**config.mk**
```make
export PLATFORM = sky130hd
export DESIGN_NAME = dsel_fifo_drain_flat
export DESIGN_NICKNAME = d
export VERILOG_FILES = /design/src/rtl/dsel_fifo_drain_pkg.sv /design/src/rtl/dsel_fifo_drain_if.sv /design/src/rtl/dsel_skid_buf.sv /design/src/rtl/dsel_fifo_drain.sv /design/src/flat_wrapper.sv
export SDC_FILE = /design/constraint.sdc
export NUM_CORES = 1
export LEC_CHECK = 0
export ABC_CLOCK_PERIOD_IN_PS = 3560
export CORE_ASPECT_RATIO = 1.4
export CORE_MARGIN = 2
export CORE_UTILIZATION = 26
export CTS_CLUSTER_DIAMETER = 60
export DETAILED_ROUTE_END_ITERATION = 10
export PLACE_DENSITY = 0.48
export REMOVE_ABC_BUFFERS = 1
export SYNTH_ARGS = -nofsm -noshare
export SYNTH_HDL_FRONTEND = slang
export SYNTH_SLANG_ARGS = --single-unit
```
**constraint.sdc**
```tcl
create_clock -name clk -period 3.56 [get_ports clk]
set_clock_uncertainty 0.05 [all_clocks]
set_input_delay 0.89 -clock clk [delete_from_list [all_inputs] [get_ports clk]]
set_output_delay 0.89 -clock clk [all_outputs]
set_load 0.005 [all_outputs]
```
**src/rtl/dsel_fifo_drain_pkg.sv**
```systemverilog
// rtl/dsel_fifo_drain_pkg.sv - shared state encoding and defaults for the FIFO drain stage
package dsel_pkg;

    localparam int DSEL_LEN_W = 8;

    typedef enum logic [1:0] {
        IDLE  = 2'd0,
        RUN   = 2'd1,
        DRAIN = 2'd2
    } dsel_state_e;

endpackage

```
**src/rtl/dsel_fifo_drain_if.sv**
```systemverilog
// rtl/dsel_fifo_drain_if.sv - FIFO read port and output beat stream bundle
interface dsel_fifo_drain_if #(
    parameter int WIDTH = 64
);
    logic             fifo_empty;
    logic             fifo_rd_en;
    logic [WIDTH-1:0] fifo_dout;
    logic             m_valid;
    logic             m_ready;
    logic [WIDTH-1:0] m_data;
    logic             m_last;

    modport master (
        input  fifo_empty,
        output fifo_rd_en,
        input  fifo_dout,
        output m_valid,
        input  m_ready,
        output m_data,
        output m_last
    );

    modport slave (
        output fifo_empty,
        input  fifo_rd_en,
        output fifo_dout,
        input  m_valid,
        output m_ready,
        input  m_data,
        input  m_last
    );
endinterface

```
**src/rtl/dsel_skid_buf.sv**
```systemverilog
// rtl/dsel_skid_buf.sv - 2-entry register buffer absorbing the FIFO read latency
module dsel_skid_buf #(
    parameter int WIDTH = 64
) (
    input  logic             clk,
    input  logic             rst_n,
    input  logic             i_push,
    input  logic [WIDTH-1:0] i_push_data,
    input  logic             i_pop,
    output logic [WIDTH-1:0] o_head,
    output logic [1:0]       o_occ
);

    logic [WIDTH-1:0] r_head;
    logic [WIDTH-1:0] r_tail;
    logic [1:0]       r_occ;

    // Head stays put while stalled; the caller never pushes into a full buffer without popping.
    always_ff @(posedge clk or negedge rst_n) begin
        if (!rst_n) begin
            r_head <= '0;
            r_tail <= '0;
            r_occ  <= 2'd0;
        end else begin
            case (r_occ)
                2'd0: begin
                    if (i_push) begin
                        r_head <= i_push_data;
                        r_occ  <= 2'd1;
                    end
                end
                2'd1: begin
                    if (i_push && i_pop) begin
                        r_head <= i_push_data;
                    end else if (i_push) begin
                        r_tail <= i_push_data;
                        r_occ  <= 2'd2;
                    end else if (i_pop) begin
                        r_occ  <= 2'd0;
                    end
                end
                default: begin
                    if (i_pop) begin
                        r_head <= r_tail;
                        if (i_push) begin
                            r_tail <= i_push_data;
                        end else begin
                            r_occ  <= 2'd1;
                        end
                    end
                end
            endcase
        end
    end

    assign o_head = r_head;
    assign o_occ  = r_occ;

endmodule

```
**src/rtl/dsel_fifo_drain.sv**
```systemverilog
// rtl/dsel_fifo_drain.sv - FIFO drain stage with burst framing; DSEL_DRAIN_STAT_EN adds stat_beats
module dsel_fifo_drain
    import dsel_pkg::*;
#(
    parameter int WIDTH = 64,
    parameter int LEN_W = DSEL_LEN_W
) (
    input  logic                clk,
    input  logic                rst_n,
    input  logic                enable,
    input  logic [LEN_W-1:0]    cfg_burst_len,
    dsel_fifo_drain_if.master   bus,
    output logic                busy
`ifdef DSEL_DRAIN_STAT_EN
    ,
    output logic [31:0]         stat_beats
`endif
);

    localparam logic [LEN_W-1:0] ONE = LEN_W'(1);

    dsel_state_e      r_state;
    logic             r_rd_pend;
    logic [LEN_W-1:0] r_beat_cnt;
    logic [LEN_W-1:0] r_len_q;

    logic [1:0]       w_occ;
    logic [WIDTH-1:0] w_head;
    logic             w_valid;
    logic             w_pop;
    logic [2:0]       w_level;
    logic             w_room;
    logic             w_rd_en;
    logic [LEN_W-1:0] w_len_m1;
    logic             w_last_beat;

    assign w_valid = (w_occ != 2'd0);
    assign w_pop   = w_valid && bus.m_ready;

    // Count words held plus the one in flight; a same-cycle pop frees a slot for this read.
    assign w_level = {1'b0, w_occ} + {2'b00, r_rd_pend};
    assign w_room  = (w_level < (3'd2 + {2'b00, w_pop}));
    assign w_rd_en = (r_state == RUN) && enable && !bus.fifo_empty && w_room;

    // Length 0 wraps to all-ones here, giving a 2^LEN_W beat burst.
    assign w_len_m1    = r_len_q - ONE;
    assign w_last_beat = (r_beat_cnt == w_len_m1);

    dsel_skid_buf #(
        .WIDTH (WIDTH)
    ) u_buf (
        .clk         (clk),
        .rst_n       (rst_n),
        .i_push      (r_rd_pend),
        .i_push_data (bus.fifo_dout),
        .i_pop       (w_pop),
        .o_head      (w_head),
        .o_occ       (w_occ)
    );

    always_ff @(posedge clk or negedge rst_n) begin
        if (!rst_n) begin
            r_state   <= IDLE;
            r_rd_pend <= 1'b0;
        end else begin
            r_rd_pend <= w_rd_en;
            case (r_state)
                IDLE:    if (enable) r_state <= RUN;
                RUN:     if (!enable) r_state <= DRAIN;
                DRAIN: begin
                    if (enable) begin
                        r_state <= RUN;
                    end else if ((w_occ == 2'd0) && !r_rd_pend) begin
                        r_state <= IDLE;
                    end
                end
                default: r_state <= IDLE;
            endcase
        end
    end

    // Burst length is sampled between bursts so mid-burst changes apply to the next one.
    always_ff @(posedge clk or negedge rst_n) begin
        if (!rst_n) begin
            r_beat_cnt <= '0;
            r_len_q    <= '0;
        end else begin
            if (r_beat_cnt == '0) begin
                r_len_q <= cfg_burst_len;
            end
            if (w_pop) begin
                r_beat_cnt <= w_last_beat ? '0 : (r_beat_cnt + ONE);
            end
        end
    end

`ifdef DSEL_DRAIN_STAT_EN
    logic [31:0] r_stat;

    always_ff @(posedge clk or negedge rst_n) begin
        if (!rst_n) begin
            r_stat <= '0;
        end else if (w_pop) begin
            r_stat <= r_stat + 32'd1;
        end
    end

    assign stat_beats = r_stat;
`endif

    assign bus.fifo_rd_en = w_rd_en;
    assign bus.m_valid    = w_valid;
    assign bus.m_data     = w_head;
    assign bus.m_last     = w_valid && w_last_beat;
    assign busy           = w_valid || r_rd_pend;

endmodule

```
**src/flat_wrapper.sv**
```systemverilog
// flat-port wrapper written by rule: the top's interface ports become plain ports
module dsel_fifo_drain_flat import dsel_pkg::*;
#(
    parameter int WIDTH = 64,
    parameter int LEN_W = DSEL_LEN_W
)
  (clk, rst_n, enable, cfg_burst_len, busy, bus_fifo_empty, bus_fifo_rd_en, bus_fifo_dout, bus_m_valid, bus_m_ready, bus_m_data, bus_m_last);
  dsel_fifo_drain_if #(.WIDTH(WIDTH)) bus_i ();
  input  logic clk;
  input  logic rst_n;
  input  logic enable;
  input  logic [LEN_W-1:0] cfg_burst_len;
  output logic busy;
  input wire logic [$bits(bus_i.fifo_empty)-1:0] bus_fifo_empty;
  output wire logic [$bits(bus_i.fifo_rd_en)-1:0] bus_fifo_rd_en;
  input wire logic [$bits(bus_i.fifo_dout)-1:0] bus_fifo_dout;
  output wire logic [$bits(bus_i.m_valid)-1:0] bus_m_valid;
  input wire logic [$bits(bus_i.m_ready)-1:0] bus_m_ready;
  output wire logic [$bits(bus_i.m_data)-1:0] bus_m_data;
  output wire logic [$bits(bus_i.m_last)-1:0] bus_m_last;
  assign bus_i.fifo_empty = bus_fifo_empty;
  assign bus_fifo_rd_en = bus_i.fifo_rd_en;
  assign bus_i.fifo_dout = bus_fifo_dout;
  assign bus_m_valid = bus_i.m_valid;
  assign bus_i.m_ready = bus_m_ready;
  assign bus_m_data = bus_i.m_data;
  assign bus_m_last = bus_i.m_last;
  dsel_fifo_drain #(.WIDTH(WIDTH), .LEN_W(LEN_W)) u_core (.clk(clk), .rst_n(rst_n), .enable(enable), .cfg_burst_len(cfg_burst_len), .bus(bus_i), .busy(busy));
endmodule
```
== Yosys cells after proc, flatten, opt, wreduce, memory -nomap -nowiden ==
Cells that the tools add are included.

* Bits in registers: 149
* Input bits: 77
* Output and inout port bits: 68

* Add/sub/neg operators: 4
* $lt $le $gt $ge: 1
* Eq/ne operators: 12
* Mux-type cells: 21
* Bitwise operators: 1
* Reductions and logical operators: 20

{| class="wikitable"
|+ Operators by type and width
! operator !! number
|-
| $mux 64 || 6
|-
| $pmux 64 s2 || 2
|-
| $mux 2 || 10
|-
| $reduce_and 3->1 || 3
|-
| $add 8x1->8 const B || 1
|-
| $eq 8x8->1 || 1
|-
| $logic_not 8->1 || 1
|-
| $mux 8 || 1
|-
| $ne 2x2->1 const B || 4
|-
| $sub 8x1->8 const B || 1
|-
| $logic_and 1x1->1 || 7
|-
| $ne 3x2->1 const B || 2
|-
| $pmux 2 s3 || 1
|-
| $reduce_and 5->1 || 1
|-
| $eq 2x1->1 const B || 2
|-
| $logic_not 2->1 || 2
|-
| $pmux 2 s2 || 1
|-
| $reduce_bool 2->1 || 2
|-
| $add 2x1->3 || 1
|-
| $add 2x1->3 const A || 1
|-
| $lt 3x3->1 || 1
|-
| $ne 3x3->1 const B || 1
|-
| $reduce_bool 3->1 || 1
|-
| $eq 2x2->1 const B || 1
|-
| 4 further kinds || 5
|}

== Logic depth before layout (Yosys ltp) ==
Gate-level depths: netlist of run 1.

* Word-level depth: 6
* Gate-level depth with buffers: 8

== Cells and area by module ==
From an unflattened synthesis of run 1, not the netlist that was laid out.

* Cells, all modules: 709
* Area, all modules: 7886.3 um^2

{| class="wikitable"
|+ Modules (own cells, without submodules)
! module !! instances !! cells an instance !! area each (um^2)
|-
| dsel_skid_buf || 1 || 594 || 6686.4
|-
| dsel_fifo_drain || 1 || 115 || 1199.9
|}

== Worst setup path after synthesis of run 1 ==
No wires, ideal clock.

* Kind: reg-to-output
* From: register u_core.r_len_q[0]
* To: output bus_m_last
* Arrival: 1.770 ns
* Data required time: 2.620 ns
* Path slack: 0.850 ns
* Stages on the path, launching flop included: 8
* Path buffers: 0
* Cells stage by stage: dfrtp_1 > inv_1 > ha_1 > or3_1 > a31oi_1 > nand4_2 > a21oi_4 > and2_1

* Cells in the longest elaborated chain, start to end: 3

{| class="wikitable"
|+ RTL lines
! element !! RTL line !! text
|-
| from (decl) || dsel_fifo_drain.sv:25 || <nowiki>logic [LEN_W-1:0] r_len_q;</nowiki>
|-
| from (signal assigned) || dsel_fifo_drain.sv:89 || <nowiki>r_len_q <= cfg_burst_len;</nowiki>
|-
| $sub 8x1->8 || dsel_fifo_drain.sv:46 || <nowiki>assign w_len_m1 = r_len_q - ONE;</nowiki>
|-
| $eq 8x8->1 || dsel_fifo_drain.sv:47 || <nowiki>assign w_last_beat = (r_beat_cnt == w_len_m1);</nowiki>
|-
| $logic_and 1x1->1 || dsel_fifo_drain.sv:114 || <nowiki>assign bus.m_last = w_valid && w_last_beat;</nowiki>
|-
| to (decl) || flat_wrapper.sv:20 || <nowiki>output wire logic [$bits(bus_i.m_last)-1:0] bus_m_last;</nowiki>
|}

No other way between the ends.

== Worst setup path after layout of run 1 ==
* From: input bus_m_ready
* To: output bus_fifo_rd_en

* Cells in the longest elaborated chain, start to end: 4

{| class="wikitable"
|+ RTL lines
! element !! RTL line !! text
|-
| from (decl) || flat_wrapper.sv:18 || <nowiki>input wire logic [$bits(bus_i.m_ready)-1:0] bus_m_ready;</nowiki>
|-
| $logic_and 1x1->1 || dsel_fifo_drain.sv:38 || <nowiki>assign w_pop = w_valid && bus.m_ready;</nowiki>
|-
| $add 2x1->3 || dsel_fifo_drain.sv:42 || <nowiki>assign w_room = (w_level < (3'd2 + {2'b00, w_pop}));</nowiki>
|-
| $lt 3x3->1 || dsel_fifo_drain.sv:42 ||
|-
| $logic_and 1x1->1 || dsel_fifo_drain.sv:43 || <nowiki>assign w_rd_en = (r_state == RUN) && enable && !bus.fifo_empty && w_room;</nowiki>
|-
| to (decl) || flat_wrapper.sv:15 || <nowiki>output wire logic [$bits(bus_i.fifo_rd_en)-1:0] bus_fifo_rd_en;</nowiki>
|}

No other way between the ends.

==> results.tsv, run 1 <==
stage	metric	value	unit
outcome	status	complete, no violations	
pwr	sequential power share	0.423	
clock_network	clk buf depth	2	
yosys	number of flops mapped to enable cells by yosys	0	
yosys	post-synthesis cell type count	42	
route	ANT nets after route	0	
finish	post-layout util	0.364	
die	boundary pin count	145	
timing	worst slew pin tran	822	ps
timing	final period utilization	0.937	
placed_design	number of I/O port buffers	144	
finish	diode count	0	
grt	largest net degree at the start of global routing	83	
clock_network	root buffer cell	clkbuf_16	
placed_design	Final Wtd Congestion	0.746	
route	Pre-Repair DR Iteration Count	4	
critical_path	Data arrival, critical path	2400	ps
placed_design	Post-Place Cell Area	0.00847	sq mm
die	Initial Utilization	0.263	
placed_design	worst slack, placed	181	ps
yosys	Avg Inst Size Synth	12.0	sq um
grt	grt ovf	0	
critical_path	worst-path fanout max	2	
pwr	PnR Total Power	5.76	mW
yosys	Top FF cell, synth	dfrtp_1	
flow_run	Max Cap Viol	0	
pwr	sw frac	0.250	
die	Die Span X	139	um
yosys	cell count after synthesis	554	
yosys	register area share after synthesis	0.563	
finish	share of post-route cells with drive strength above 1	0.191	
clock_network	CTS tree	built	
finish	fillers	2481	
yosys	warning count from the yosys run	0	
yosys	synthesized area	0.00662	sq mm
clock_network	Clock Latency Late Sink	430	ps
finish	area grow syn2layout	38.8	%
finish	register area	0.00373	sq mm
timing	final hold viol count	0	
route	Avg Vias per Cell	4.53	
grt	number of global-route vias before repair	5080	
finish	footprint of the multi-input gates	0.00275	sq mm
die	chip height	193	um
grt	first-pass GRT wire length	26600	um
clock_network	cts bufs inserted	17	
die	core area	0.0252	sq mm
grt	initial antenna violation count	0	
timing	unrepaired setup endpoints after global routing	no	
timing	final worst slack	224	ps
finish	NumNets Final	782	
die	Die Area	0.0268	sq mm
route	vias	4672	
timing	post-route setup TNS	0	ps
route	final WL	16300	um
hold_path	path category of the worst min-delay check	in2async	
pwr	maximum vdd drop	0.329	mV
yosys	asr flop ratio synth	1.00	
route	WL per Instance	15.8	um
timing	slew margin rel.	0.452	
yosys	flops & latches, synth	149	
timing	f_max	300	MHz
route	drc violations	0	
critical_path	Worst setup SP type	input pin	
pwr	Gate power share	0.224	
clock_network	clock-pin slew on the worst setup and hold paths	60	ps
die	Row Count	69	
clock_network	htree depth	4	
timing	Final min period	3340	ps
critical_path	Setup crit end kind	output pin	
timing	final setup fails	0	
route	1st-iter DRT viols	108	
pwr	clock power share	0.353	
placed_design	DP Wirelength	11200	um
finish	fin area	0.00919	sq mm
pwr	internal power	4.32	mW
critical_path	CP Class	in2out	
timing	final slew viol count	0	
critical_path	Required @ worst endpoint	2620	ps
pwr	power per cell area	627	mW/mm^2
clock_network	clock sink count	149	
grt	gr usage total	0.126	
pwr	Psw	1.44	mW
pwr	Leak Pwr	3.98	nW
[state kept, by name (all words and copies together), names as in the netlist]
| signal | count |
|---|---|
| u_core.r_rd_pend | 1 |
| u_core.r_len_q | 8 |
| u_core.r_state | 2 |
| u_core.u_buf.o_occ | 2 |
| u_core.u_buf.o_head | 64 |
| u_core.u_buf.r_tail | 64 |
| u_core.r_beat_cnt | 8 |
[what timing repair did]
item                                    CTS  global route
buffers inserted                          2             1
pin swaps                                 1             1
gates resized for setup                   3             2
hold buffers                              0             0
endpoints found under the setup margin    1             1
[cell families after synthesis]
| kind of cell | share of synthesized area |
|---|---|
| AO/OA/AOI/OAI | 0.0773 |
| XOR/XNOR | 0.0172 |
| adder cells (fa/ha/maj) | 0.00945 |
| buffers and inverters | 0.0272 |
| flip-flops | 0.563 |
| multiplexers | 0.219 |
| AND/OR/NAND/NOR | 0.0865 |
[worst max-delay path, cell delays in order]
cell             delay [ps]
clkdlybuf4s50_1         510
o21ai_1                 100
o21ai_0                 160
and3_1                  190
clkdlybuf4s50_1         530
[layout by cell type, fill, tap and decap left out, drive strengths merged, types with 3 or more instances in the layout]
master         Yosys  layout
nor2b              5       5
xor2               4       4
bufinv             0       5
ha                 5       5
xnor2              9       9
dfrtp            149     149
mux2              72      72
buf               17      16
clkdlybuf4s50      0     142
nor2               9       9
or3                3       3
a31oi              4       4
o31ai              3       3
o22ai              3       3
nand3              5       5
nand2             75      75
clkbuf            15      24
mux2i             64      64
nor3               3       3
and3               3       3
inv                7       7
o21ai             73      73
a21oi              8       8
[cells in the mapped netlist, types with 5 or more instances]
master | count | area [sq um]
nand2_1 | 75 | 282
xnor2_1 | 9 | 78.8
dfrtp_1 | 149 | 3730
mux2i_1 | 64 | 641
nand3_1 | 5 | 25.0
inv_1 | 7 | 26.3
buf_2 | 15 | 75.1
a21oi_1 | 7 | 35.0
mux2_2 | 72 | 811
o21ai_0 | 70 | 350
nor2b_1 | 5 | 31.3
ha_1 | 5 | 62.6
clkbuf_1 | 15 | 56.3
nor2_1 | 7 | 26.3
[path summary, 6_finish.rpt]
path                                               startpoint                             endpoint  slack, ps  depth (start not counted)
setup / recovery                                  bus_m_ready                       bus_fifo_rd_en        220                          5
hold / removal                                          rst_n   u_core.u_buf.o_head[5]$_DFFE_PN0P_        380                          1
setup reg to reg            u_core.u_buf.o_occ[1]$_DFFE_PN0P_  u_core.u_buf.r_tail[23]$_DFFE_PN0P_       1150                          5
hold reg to reg            u_core.u_buf.o_head[5]$_DFFE_PN0P_   u_core.u_buf.o_head[5]$_DFFE_PN0P_        430                          2
max in group asynchronous                               rst_n     u_core.r_beat_cnt[7]$_DFFE_PN0N_       2310                          2
min in group clk           u_core.u_buf.o_head[5]$_DFFE_PN0P_   u_core.u_buf.o_head[5]$_DFFE_PN0P_        430                          2
[per-layer routing]
layer / global-route usage / share of wire / vias up
li1: - / - / 2229
met3: 0.0385 / 0.048 / 24
met4: 0.0563 / 0.023 / 0
met2: 0.223 / 0.53 / 94
met5: 0 / 0 / -
met1: 0.140 / 0.40 / 2325
[area by class of cell]
class                           instances  share of cell area
Clock inverter                          8              0.0182
Clock buffer                           24              0.0546
Sequential cell                       149               0.406
Tap cell                              319              0.0434
Timing Repair Buffer                  159               0.175
Inverter                                7             0.00286
Multi-Input combinational cell        366               0.300
[power groups by stage]
stage / Sequential, mW / Combinational, mW / Clock, mW
after floorplan: 2.44 / 0.480 / 0
after global placement: 2.44 / 1.28 / 0
after detailed placement: 2.46 / 1.32 / 0
after CTS: 2.44 / 1.32 / 2.10
after global routing: 2.50 / 1.44 / 2.16
final: 2.44 / 1.29 / 2.03
[per-stage QoR]
| stage | std cells | hold slack [ps] |
|---|---|---|
| 2_1_floorplan | 522 | 394 |
| 5_1_grt | 1032 | 416 |
| 3_5_place_dp | 997 | 420 |
| 6_report | 1032 | 382 |
| 4_1_cts | 1031 | 396 |
| 3_3_place_gp | 997 | 410 |
(Power assumes the default switching activity.)
==> inputs of run 2 (changes only) <==
Settings changed: ABC_CLOCK_PERIOD_IN_PS 3560 to 3400, CTS_BUF_LIST from default to sky130_fd_sc_hd__clkbuf_2 sky130_fd_sc_hd__clkbuf_4 sky130_fd_sc_hd__clkbuf_8, TNS_END_PERCENT from default to 1.
Clock period 3.56 ns to 3.4 ns, I/O delays scaled along.
==> results.tsv, run 2 (synthesis gave the netlist of run 1 again) <==
stage	metric	value	unit
die	core area	0.0252	sq mm
critical_path	Worst setup SP type	input pin	
route	Avg Vias per Cell	4.50	
placed_design	worst slack, placed	83.6	ps
timing	slew margin rel.	0.550	
pwr	Gate power share	0.245	
grt	initial antenna violation count	0	
critical_path	CP Class	in2out	
grt	gr usage total	0.128	
timing	final hold viol count	0	
timing	f_max	303	MHz
critical_path	Data arrival, critical path	2400	ps
route	drc violations	0	
placed_design	number of I/O port buffers	144	
critical_path	Required @ worst endpoint	2500	ps
flow_run	Max Cap Viol	0	
finish	fillers	2521	
pwr	PnR Total Power	5.45	mW
critical_path	r2r startpoint	u_core.u_buf.o_occ[1]$_DFFE_PN0P_	
pwr	Psw	1.45	mW
timing	final period utilization	0.970	
critical_path	Setup crit end kind	output pin	
placed_design	DP Wirelength	11400	um
timing	final setup fails	0	
die	Initial Utilization	0.263	
finish	post-layout util	0.356	
clock_network	htree depth	4	
grt	largest net degree at the start of global routing	67	
pwr	power per cell area	608	mW/mm^2
critical_path	worst-path fanout max	2	
timing	final worst slack	103	ps
timing	Final min period	3300	ps
finish	share of post-route cells with drive strength above 1	0.203	
clock_network	clk buf depth	2	
critical_path	critical register-to-register path endpoint	u_core.u_buf.r_tail[9]$_DFFE_PN0P_	
critical_path	R2R depth	5	
route	ANT nets after route	0	
route	final WL	16600	um
outcome	status	complete, no violations	
finish	NumNets Final	785	
finish	diode count	0	
finish	leading cell type in the layout, fill and taps excluded	dfrtp_1	
timing	final slew viol count	0	
route	1st-iter DRT viols	119	
route	WL per Instance	16.0	um
clock_network	CTS tree	built	
hold_path	path category of the worst min-delay check	in2async	
timing	worst slew pin tran	675	ps
grt	grt ovf	0	
pwr	internal power	4.00	mW
die	boundary pin count	145	
pwr	clock power share	0.285	
clock_network	clock sink count	149	
finish	area grow syn2layout	35.5	%
die	Die Span X	139	um
finish	footprint of the multi-input gates	0.00276	sq mm
pwr	Leak Pwr	3.87	nW
pwr	maximum vdd drop	0.224	mV
timing	Fin Hold WS	339	ps
clock_network	root buffer cell	clkbuf_8	
finish	register area	0.00373	sq mm
pwr	sw frac	0.266	
grt	number of global-route vias before repair	5082	
clock_network	cts bufs inserted	17	
finish	commonest non-fill, non-tap cells in the layout	146 x dfrtp_1, 142 x clkdlybuf4s50_1, 74 x nand2_1, 72 x mux2_2, 70 x o21ai_0	
pwr	sequential power share	0.469	
grt	first-pass GRT wire length	26900	um
placed_design	Final Wtd Congestion	0.704	
critical_path	flop2flop setup slack	640	ps
clock_network	Clock Latency Late Sink	460	ps
finish	final non-filler cell total	1035	
die	Die Area	0.0268	sq mm
route	vias	4656	
clock_network	clock-pin slew on the worst setup and hold paths	80	ps
die	chip height	193	um
placed_design	DP Cell Count	998	
die	Row Count	69	
timing	unrepaired setup endpoints after global routing	no	
route	Pre-Repair DR Iteration Count	4	
==> run 2: changes by cell type in the layout (fill, tap and decap cells not counted), moves of 2 or more <==
| cell | before | now |
|---|---|---|
| dfrtp_1 | 148 | 146 |
| dfrtp_2 | 0 | 2 |
| clkbuf_1 | 2 | 0 |
| clkbuf_8 | 5 | 21 |
| buf_12 | 4 | 2 |
| clkinv_2 | 2 | 4 |
| clkbuf_4 | 0 | 2 |
| clkbuf_16 | 17 | 0 |
| buf_4 | 11 | 16 |
==> run 2: area by class of cell <==
cell class | count | area share
Clock buffer | 23 | 0.0339
Clock inverter | 9 | 0.0165
Inverter | 7 | 0.00293
Multi-Input combinational cell | 366 | 0.308
Sequential cell | 149 | 0.416
Tap cell | 319 | 0.0445
Timing Repair Buffer | 162 | 0.178
==> run 2: worst max-delay path by stage <==
stage | from | end | depth (start not counted)
after floorplan | u_core.u_buf.o_occ[1]$_DFFE_PN0P_ | u_core.u_buf.o_head[0]$_DFFE_PN0P_ | 3
after global placement | bus_m_ready | bus_fifo_rd_en | 5
after detailed placement | bus_m_ready | bus_fifo_rd_en | 5
after CTS | bus_m_ready | bus_fifo_rd_en | 5
after global routing | bus_m_ready | bus_fifo_rd_en | 5
final | bus_m_ready | bus_fifo_rd_en | 5
==> run 2: metrics by stage <==
step | setup TNS (ps) | area, sq um
CTS | 0 | 8970
finish | 0 | 8970
detailed placement | 0 | 8460
global route | 0 | 8970
floorplan | -319340 | 6470
global placement | 0 | 8460
==> run 2: power groups by stage <==
stage / clock network, mW / logic (mW) / registers [mW]
after floorplan: 0 / 0.503 / 2.55
after global placement: 0 / 1.33 / 2.57
after global routing: 1.69 / 1.50 / 2.62
after CTS: 1.62 / 1.37 / 2.57
after detailed placement: 0 / 1.36 / 2.60
final: 1.56 / 1.34 / 2.56
==> run 2: metal layers <==
| layer | vias up | routed length, um | part of all wire | GRT usage |
|---|---|---|---|---|
| met1 | 2307 | 6540 | 0.39 | 0.136 |
| met5 | - | 0 | 0 | 0 |
| met4 | 0 | 308 | 0.019 | 0.0501 |
| met2 | 101 | 8940 | 0.54 | 0.237 |
| li1 | 2227 | - | - | - |
| met3 | 21 | 811 | 0.049 | 0.0392 |
==> run 2: repair_timing <==
action,in CTS,in global routing
resized for setup,9,0
hold buffers,0,0
buffers inserted,5,0
setup endpoints to repair,1,0
==> run 2: worst max-delay path, stage by stage <==
cell             delay [ps]
clkdlybuf4s50_1         520
o21ai_1                 110
o21ai_0                 180
and3_1                  200
clkdlybuf4s50_1         540
